File: src/rtl/push_debouncer.sv
// Two-flop synchroniser plus per-button debounce FSM for active-low push buttons.
// Optional auto-repeat of o_Press while held: define PUSH_DB_AUTOREPEAT_EN.
module push_debouncer #(
    parameter int N_BTN     = 2,
    parameter int DB_CYCLES = 1000000,
    parameter int CNT_W     = 20,
    parameter int REP_DELAY = 25000000,
    parameter int REP_RATE  = 5000000
) (
    input  logic             i_Clk,
    input  logic             i_Rst,
    input  logic [N_BTN-1:0] i_Push,
    output logic [N_BTN-1:0] o_Push,
    output logic [N_BTN-1:0] o_Press
);

    typedef enum logic [1:0] {REL, CNT_P, HELD, CNT_R} state_t;

    localparam logic [CNT_W-1:0] CNT_LAST = CNT_W'(DB_CYCLES - 1);

    if (DB_CYCLES < 1 || DB_CYCLES > (2 ** CNT_W) - 1) begin : g_bad_db
        $error("push_debouncer: DB_CYCLES out of range for CNT_W");
    end
    if (REP_RATE < 1 || REP_RATE > REP_DELAY) begin : g_bad_rep
        $error("push_debouncer: REP_RATE must be in 1..REP_DELAY");
    end

    state_t           state     [N_BTN];
    state_t           state_nxt [N_BTN];
    logic [CNT_W-1:0] cnt       [N_BTN];
    logic [CNT_W-1:0] cnt_nxt   [N_BTN];
    logic [N_BTN-1:0] sync_1;
    logic [N_BTN-1:0] s_Push;
    logic [N_BTN-1:0] push_nxt;
    logic [N_BTN-1:0] press_nxt;

`ifdef PUSH_DB_AUTOREPEAT_EN
    localparam int REP_W = $clog2(REP_DELAY + 1);
    localparam logic [REP_W-1:0] REP_LAST   = REP_W'(REP_DELAY - 1);
    // Reloading partway up makes every later strobe REP_RATE cycles apart.
    localparam logic [REP_W-1:0] REP_RELOAD = REP_W'(REP_DELAY - REP_RATE);

    logic [REP_W-1:0] rep     [N_BTN];
    logic [REP_W-1:0] rep_nxt [N_BTN];
`endif

    always_ff @(posedge i_Clk) begin
        if (i_Rst) begin
            sync_1  <= '1;
            s_Push  <= '1;
            o_Push  <= '1;
            o_Press <= '0;
            for (int i = 0; i < N_BTN; i++) begin
                state[i] <= REL;
                cnt[i]   <= '0;
`ifdef PUSH_DB_AUTOREPEAT_EN
                rep[i]   <= '0;
`endif
            end
        end else begin
            sync_1  <= i_Push;
            s_Push  <= sync_1;
            o_Push  <= push_nxt;
            o_Press <= press_nxt;
            for (int i = 0; i < N_BTN; i++) begin
                state[i] <= state_nxt[i];
                cnt[i]   <= cnt_nxt[i];
`ifdef PUSH_DB_AUTOREPEAT_EN
                rep[i]   <= rep_nxt[i];
`endif
            end
        end
    end

    // One shared counter per button qualifies both press and release runs.
    always_comb begin
        push_nxt  = o_Push;
        press_nxt = '0;
        for (int i = 0; i < N_BTN; i++) begin
            state_nxt[i] = state[i];
            cnt_nxt[i]   = cnt[i];
`ifdef PUSH_DB_AUTOREPEAT_EN
            rep_nxt[i]   = '0;
`endif
            case (state[i])
                REL: begin
                    if (!s_Push[i]) begin
                        if (DB_CYCLES == 1) begin
                            state_nxt[i] = HELD;
                            cnt_nxt[i]   = '0;
                            push_nxt[i]  = 1'b0;
                            press_nxt[i] = 1'b1;
                        end else begin
                            state_nxt[i] = CNT_P;
                            cnt_nxt[i]   = CNT_W'(1);
                        end
                    end else begin
                        cnt_nxt[i] = '0;
                    end
                end
                CNT_P: begin
                    if (s_Push[i]) begin
                        state_nxt[i] = REL;
                        cnt_nxt[i]   = '0;
                    end else if (cnt[i] == CNT_LAST) begin
                        state_nxt[i] = HELD;
                        cnt_nxt[i]   = '0;
                        push_nxt[i]  = 1'b0;
                        press_nxt[i] = 1'b1;
                    end else begin
                        cnt_nxt[i] = cnt[i] + CNT_W'(1);
                    end
                end
                HELD: begin
                    if (s_Push[i]) begin
                        if (DB_CYCLES == 1) begin
                            state_nxt[i] = REL;
                            cnt_nxt[i]   = '0;
                            push_nxt[i]  = 1'b1;
                        end else begin
                            state_nxt[i] = CNT_R;
                            cnt_nxt[i]   = CNT_W'(1);
                        end
                    end else begin
`ifdef PUSH_DB_AUTOREPEAT_EN
                        if (rep[i] == REP_LAST) begin
                            press_nxt[i] = 1'b1;
                            rep_nxt[i]   = REP_RELOAD;
                        end else begin
                            rep_nxt[i] = rep[i] + REP_W'(1);
                        end
`endif
                    end
                end
                CNT_R: begin
                    if (!s_Push[i]) begin
                        state_nxt[i] = HELD;
                        cnt_nxt[i]   = '0;
                    end else if (cnt[i] == CNT_LAST) begin
                        state_nxt[i] = REL;
                        cnt_nxt[i]   = '0;
                        push_nxt[i]  = 1'b1;
                    end else begin
                        cnt_nxt[i] = cnt[i] + CNT_W'(1);
                    end
                end
                default: begin
                    state_nxt[i] = REL;
                    cnt_nxt[i]   = '0;
                end
            endcase
        end
    end

endmodule

File: config.mk
export PLATFORM = sky130hd
export DESIGN_NAME = push_debouncer
export DESIGN_NICKNAME = d
export VERILOG_FILES = /design/src/rtl/push_debouncer.sv
export SDC_FILE = /design/constraint.sdc
export NUM_CORES = 1
export LEC_CHECK = 0
export ABC_AREA = 1
export BUFFER_PORTS_ARGS = -buffer_cell sky130_fd_sc_hd__buf_2
export CELL_PAD_IN_SITES_DETAIL_PLACEMENT = 0
export CELL_PAD_IN_SITES_GLOBAL_PLACEMENT = 1
export CORE_ASPECT_RATIO = 0.9
export CORE_MARGIN = 2
export CORE_UTILIZATION = 49
export CTS_CLUSTER_DIAMETER = 100
export DETAILED_ROUTE_END_ITERATION = 10
export PLACE_DENSITY_LB_ADDON = 0.1
export SLEW_MARGIN = 20
export SYNTH_ARGS = -nofsm -noshare
export SYNTH_HDL_FRONTEND = slang
export SYNTH_SLANG_ARGS = --single-unit
File: constraint.sdc
create_clock -name i_Clk -period 2.9 [get_ports i_Clk]
set_input_delay 0.29 -clock i_Clk [delete_from_list [all_inputs] [get_ports i_Clk]]
set_output_delay 0.29 -clock i_Clk [all_outputs]
set_load 0.005 [all_outputs]
==> impl_results.md, run 1 <==
- DR vias: 2822
- Final WL: 6780 um
- Hold path startpoint: i_Push[0]
- Flops & latches, synth: 52
- Crit path capture type: flop
- Core Region: 6480 um^2
- Fin crit share: 62.5%
- Ports: 8
- Syn Std Cell Area: 3220 um^2
- Resize count post-CTS: 0
- Final hold slack: 165 ps
- Synth top cells by count: nand2_1, nor2_1, dfxtp_1
- Fin nets: 491
- Fin cells: 568
- Pre-Repair DR Iteration Count: 4
- Clk network pwr share: 29.2%
- Die area: 7240 um^2
- Initial antenna violation count: 0
- Post-Synthesis Cells: 469
- Post-DRT Antenna Nets: 0
- Final Max Tran Viols: 0
- Fill cell count: 683
- RePlAce Congestion: 0.829
- Reg power frac: 52.0%
- Placed cells: 560
- Final worst setup slack: 1090 ps
- Total clock sinks: 52
- Avg Cell Area, Syn: 6.87 um^2
- Worst R2R Setup Slack: 1090 ps
- Reg2Reg Depth: 8
- Asr flop ratio synth: 0%
- Port bufs: 7
- Pint: 1050 uW
- Sw Pwr: 442 uW
- CTS clk-pin slew, worst paths: 90 ps
- Critical path type: reg -> reg
- Die Y: 80.9 um
- Net Sw Frac: 29.7%
- Area Overhead vs Synth: 6.10%
- Worst min path class: in -> reg
- Crit-path cells: ha_1 > nand3_1 > nor2_1 > nand3_2 > nand2_4 > o21ai_2 > nand2_2 > nor2_1
- Share of cells above drive strength 1: 15.5%
- Worst slew margin: 69.4%
- Sequential area share after synthesis: 32.3%
- Cts bufs inserted: 5
- Slew at the pin with the worst max-slew slack: 459 ps
- Number of synthesized flops with an enable pin: 0
- PD cells: 435 nW/um^2
- Peak VDD IR: 0.290 mV
- Hold path depth: 2
- Crit path time final: 1810 ps
- Critical path launch point type: flop
- Largest net degree at the start of global routing: 22
- Global-route wire length before repair: 11900 um
- Endpoint of the worst register-to-register path: cnt[0][2]
- WP buf/inv: 0
- Clk root buf: clkbuf_8
- Cell repeated most along the worst path: nor2_1
- Status: finished, final reports clean
- Post-route DRC violation count: 0
- Most common flop cell mapped by yosys: dfxtp_1
- Die width: 89.5 um
- Initial Util: 49.7%
- Post-Place Worst Slack: 1110 ps
- Routed len/inst: 11.9 um
- Final Hold Vio Count: 0
- Slowest CP cell: dfxtp_1
- Leakage: 0.00118 uW
- Overflow after GRT: 0
- DP Wirelength: 5080 um
- Yosys warns: 0
- Worst path required time: 3090 ps
- Hold_buf cts: 0
- Netlist cell types: 39
- RR Startpoint: cnt[0][0]
- RSZ-0062 raised after global routing: no
- Row count: 28
- Worst Hold End: sync_1[0]
- Setup Skew: 6.09 ps
- Max Freq: 552 MHz
- Family with the most delay on the worst path: simple AND/OR/NAND/NOR gates
- Largest stage delay, worst path: 390 ps
- Maxcap violations: 0
- Worst-skew pair later-pin latency: 300 ps
- Synth top area cells: dfxtp_1, nand2_1, nor2_1
- TNS Setup: 0 ps
- Tot GR Track Use: 20.8%
- Antenna diodes: 0
- Vias per inst: 4.97
- Clock Path Buffers: 2
- CP max FO: 14
- Yosys top cell by area: dfxtp_1
- # H-tree levels: 2
- Setup Fix Bufs, Post-CTS: 0
- CP arrival: 2000 ps
- Via count of the first global-routing pass: 2573
- Top-count cell post-synth: nand2_1
- Comb power frac: 18.8%
- Final setup viols: 0
- Post-synth top area share: 32.3%
- CTS tree: yes
- Detailed Route Iter0 Violations: 178
- Syn nets: 483
## kinds of logic (layout without fill, tap and decap cells)
| kind of cell | Yosys count | count (layout) | share of synthesized area [%] |
|---|---|---|---|
| AOI/OAI and AO/OA | 46 | 46 | 9.05 |
| xor gates and xnor gates | 15 | 15 | 4.08 |
| adders and majority gates | 10 | 10 | 3.88 |
| buffers and inverters | 61 | 70 | 8.23 |
| DFF | 52 | 52 | 32.3 |
| and+or+nand+nor | 285 | 285 | 42.4 |
## through the flow
step | power, uW | instance area, um^2 | util [%]
after floorplan | 1030 | 3220 | -
after global placement | 1070 | 3320 | 51.3
after detailed placement | 1070 | 3320 | 51.3
after CTS | 1520 | 3420 | 52.7
after global routing | 1580 | 3420 | 52.7
final | 1490 | 3420 | 52.7
## state kept, by name (all words and copies together) (netlist names), named ones only
register,count
cnt,40
o_Press,2
o_Push,2
s_Push,2
state,2
sync_1,2
## area by class of cell
class                           count  area [um^2]  share of cell area (%)
Multi-Input combinational cell    356         1920                    56.0
Sequential cell                    52         1040                    30.5
Inverter                           54          213                    6.22
Tap cell                           90          113                    3.29
Clock buffer                        7         86.3                    2.53
Timing Repair Buffer                8         42.5                    1.24
Clock inverter                      1         7.51                   0.220
## per-layer routing
layer / global-route usage (%) / wire [um]
met1: 31.2 / 3620
met2: 31.9 / 2760
met3: 3.35 / 341
met4: 2.99 / 52
met5: 0 / 0
## power by group through the flow
stage          logic [uW]  registers, uW  clock network, uW
3_3_place_gp          281            788                  0
3_5_place_dp          281            790                  0
6_report              279            773                434
2_1_floorplan         242            784                  0
5_1_grt               321            779                482
4_1_cts               282            774                459
## worst max path at each step
stage / start / end / slack (ps) / cells past startpoint
2_1_floorplan: state[0][0] / cnt[0][13] / 1380 / 10
3_3_place_gp: state[0][2] / cnt[0][21] / 1120 / 9
3_5_place_dp: cnt[0][0] / cnt[0][2] / 1110 / 8
4_1_cts: state[0][2] / cnt[0][21] / 1080 / 9
5_1_grt: cnt[0][0] / cnt[0][4] / 880 / 8
6_report: cnt[0][0] / cnt[0][2] / 1090 / 8
## cell usage in the layout (no fill, tap or decap), types with 2 or more instances in the layout
master / n
nand3_1: 25
nand4_1: 8
nor3_1: 9
nand2_1: 121
nor2_4: 2
nand2_4: 12
dfxtp_1: 52
clkbuf_8: 6
nand2_2: 2
xor2_1: 13
nor4_1: 3
a21oi_2: 10
inv_1: 47
nand3b_1: 2
o221ai_1: 2
buf_2: 7
o21ai_2: 2
nand3_2: 5
xnor2_1: 2
o21ai_1: 2
nor2_1: 76
inv_2: 3
or2_2: 5
a21oi_1: 12
inv_4: 2
o21ai_0: 14
nor2_2: 12
ha_1: 10
## worst reg2reg max path, delay by kind of cell (launching register included)
kind | cells | cell delay (ps)
fa+ha+maj | 1 | 210
flops | 1 | 390
simple gates | 6 | 1040
compound gates | 1 | 70
Note: power is estimated with default switching activity, not from simulation.
==> run 2, diff against run 1 <==
--- a/config.mk
+++ b/config.mk
@@ -11,7 +11,7 @@
 export CELL_PAD_IN_SITES_GLOBAL_PLACEMENT = 1
 export CORE_ASPECT_RATIO = 0.9
 export CORE_MARGIN = 2
-export CORE_UTILIZATION = 49
+export CORE_UTILIZATION = 45
 export CTS_CLUSTER_DIAMETER = 100
 export DETAILED_ROUTE_END_ITERATION = 10
 export PLACE_DENSITY_LB_ADDON = 0.1
==> constraint.sdc (replaced) <==
create_clock -name i_Clk -period 1.7 [get_ports i_Clk]
set_input_delay 0.17 -clock i_Clk [delete_from_list [all_inputs] [get_ports i_Clk]]
set_output_delay 0.17 -clock i_Clk [all_outputs]
set_load 0.005 [all_outputs]
==> run 2 against run 1 <==
  * Setup slack got worse by 990 ps
  * Clock skew about the same
  * Sequential share of layout area down 1.9 points
  * Sequential cell count is the same
  * Critical path depth grew 2
  * Clock power rose by 74%
  * Final cell count increased by 4.2%
  * Largest power group unchanged
  * Register-to-register slack worse by 990 ps
==> impl_results.md, run 2 (same netlist as run 1, synthesis figures left out) <==
- Row count: 29 (+3.6%)
- Hold path startpoint: i_Push[0]
- Leakage: 0.00130 uW (+10%)
- Critical path type: reg -> reg
- CTS clk-pin slew, worst paths: 100 ps (about the same)
- Die Y: 84.3 um (+4.1%)
- Ports: 8 (unchanged)
- Die width: 93.2 um (+4.2%)
- Largest register FFs: 40 (unchanged)
- Fin cells: 592 (+4.2%)
- Fill cell count: 757 (+11%)
- Total clock sinks: 52 (unchanged)
- Die area: 7850 um^2 (+8.5%)
- Worst path required time: 1910 ps (-1180 ps)
- Core Region: 7000 um^2 (+8.1%)
- Post-DRT Antenna Nets: 0 (unchanged)
- Post-route DRC violation count: 0 (unchanged)
- Critical path launch point type: flop
- CP arrival: 1810 ps (-190 ps)
- Status: finished, final reports clean
- RePlAce Congestion: 0.906 (+9.2%)
- Fin crit share: 94.0% (+32 points)
- Worst min path class: in -> reg
- Crit path capture type: flop
- Critical Path Start: state[0][0]
- Peak VDD IR: 0.585 mV (+100%)
- # H-tree levels: 2 (unchanged)
- Share of cells above drive strength 1: 22.0% (+6.6 points)
- CTS tree: yes
- Initial antenna violation count: 0 (unchanged)
- Worst slew margin: 78.1% (+8.7 points)
- Antenna diodes: 0 (unchanged)
- Clk root buf: clkbuf_8
- Slew at the pin with the worst max-slew slack: 328 ps (-131 ps)
- Commonest non-fill, non-tap cells in the layout: nand2_1, nor2_1, dfxtp_1, inv_1, nand3_1
- Final Max Tran Viols: 0 (unchanged)
- Maxcap violations: 0 (unchanged)
- Global-route wire length before repair: 12800 um (+7.2%)
- Largest net degree at the start of global routing: 21 (-4.5%)
- Vias per inst: 4.89 (-1.5%)
- Design area: 3660 um^2 (+7.0%)
- Via count of the first global-routing pass: 2796 (+8.7%)
- Max Freq: 626 MHz (+13%)
- Crit path time final: 1600 ps (-214 ps)
- Final Hold Vio Count: 0 (unchanged)
- Routed len/inst: 12.4 um (+3.6%)
- Detailed Route Iter0 Violations: 171 (-3.9%)
- Most flops, register: cnt
- Final setup viols: 0 (unchanged)
- Area Overhead vs Synth: 13.5%
- RR Startpoint: state[0][0]
- Pre-Repair DR Iteration Count: 4 (unchanged)
- Port bufs: 7 (unchanged)
- Final WL: 7320 um (+7.9%)
- Overflow after GRT: 0 (unchanged)
- Setup Skew: 6.49 ps (+0.400 ps)
- Initial Util: 46.0% (-3.7 points)
- Most common cell after layout, fill and taps aside: nand2_1
- DP Wirelength: 5400 um (+6.4%)
- CP max FO: 6 (-8)
- PD cells: 712 nW/um^2 (+64%)
- Placed cells: 576 (+2.9%)
- Post-DP Area: 3440 um^2 (+3.4%)
- Cts bufs inserted: 5 (unchanged)
- Post-Place Worst Slack: 30.4 ps (-1070 ps)
- Fin nets: 512 (+4.3%)
- Worst-skew pair later-pin latency: 310 ps (about the same)
- Util after Layout: 52.2% (-0.52 points)
- Final Power: 2600 uW (+75%)
- DR vias: 2897 (+2.7%)
- Tot GR Track Use: 20.2% (-0.57 points)
- Final worst setup slack: 101 ps (-986 ps)
- Clock Path Buffers: 2 (unchanged)
## run 2: cell count changes in the layout (fill, tap and decap cells not counted), moves of 2 or more
cell and delta:
nor2_4 +2, buf_12 +2, nor2_1 -5, dfxtp_1 -4, nor2_2 +3, dfxtp_2 +4
buf_4 +19
## run 2: worst paths after layout
kind           endpoint  slack, ps  cells after the start
min reg2reg   s_Push[1]        420                      1
max reg2reg  cnt[0][11]        100                     10
max          cnt[0][11]        100                     10
min           sync_1[0]         40                      2
## run 2: cell type report
class                           count  area, um^2  share of cell area [%]
Sequential cell                    52        1050                    28.6
Tap cell                           93         116                    3.18
Inverter                           54         215                    5.88
Clock buffer                        7        86.3                    2.36
Multi-Input combinational cell    356        1960                    53.6
Timing Repair Buffer               29         225                    6.16
Clock inverter                      1        7.51                   0.205
## run 2: layer usage
metal,global-route usage [%],routed length [um],vias to the layer above
met5,0,0,-
met1,29.7,3940,1301
met4,6.15,103,0
met2,30.2,3030,52
met3,3.41,247,8
li1,-,-,1536
## run 2: report_power, final
group / leakage [uW] / switching, uW / internal [uW] / total, uW
Combinational: 0.000829 / 311 / 214 / 526
Sequential: 0.000422 / 47.4 / 1270 / 1320
Clock: 0.0000445 / 423 / 332 / 755
Total: 0.00130 / 782 / 1820 / 2600
## run 2: timing repair
action                     in CTS  in global routing
setup endpoints to repair       1                 29
resized for setup               1                 18
buffers inserted                0                  8
pin swaps                       0                  4
hold buffers                    0                  0
## run 2: per-stage QoR
stage | hold WS, ps | setup TNS (ps)
after detailed placement | 356 | 0
after CTS | 26.3 | 0
final | 37.8 | 0
after floorplan | 274 | 0
after global routing | 36.5 | -12.2
after global placement | 351 | 0
## run 2: worst max-delay path: stages (launching register included)
cell,delay (ps)
dfxtp_2,350
inv_1,60
ha_1,220
inv_2,70
nor2_4,40
clkinv_4,90
nand3_2,120
nor2_4,200
buf_4,130
xor2_1,160
nor2_2,50
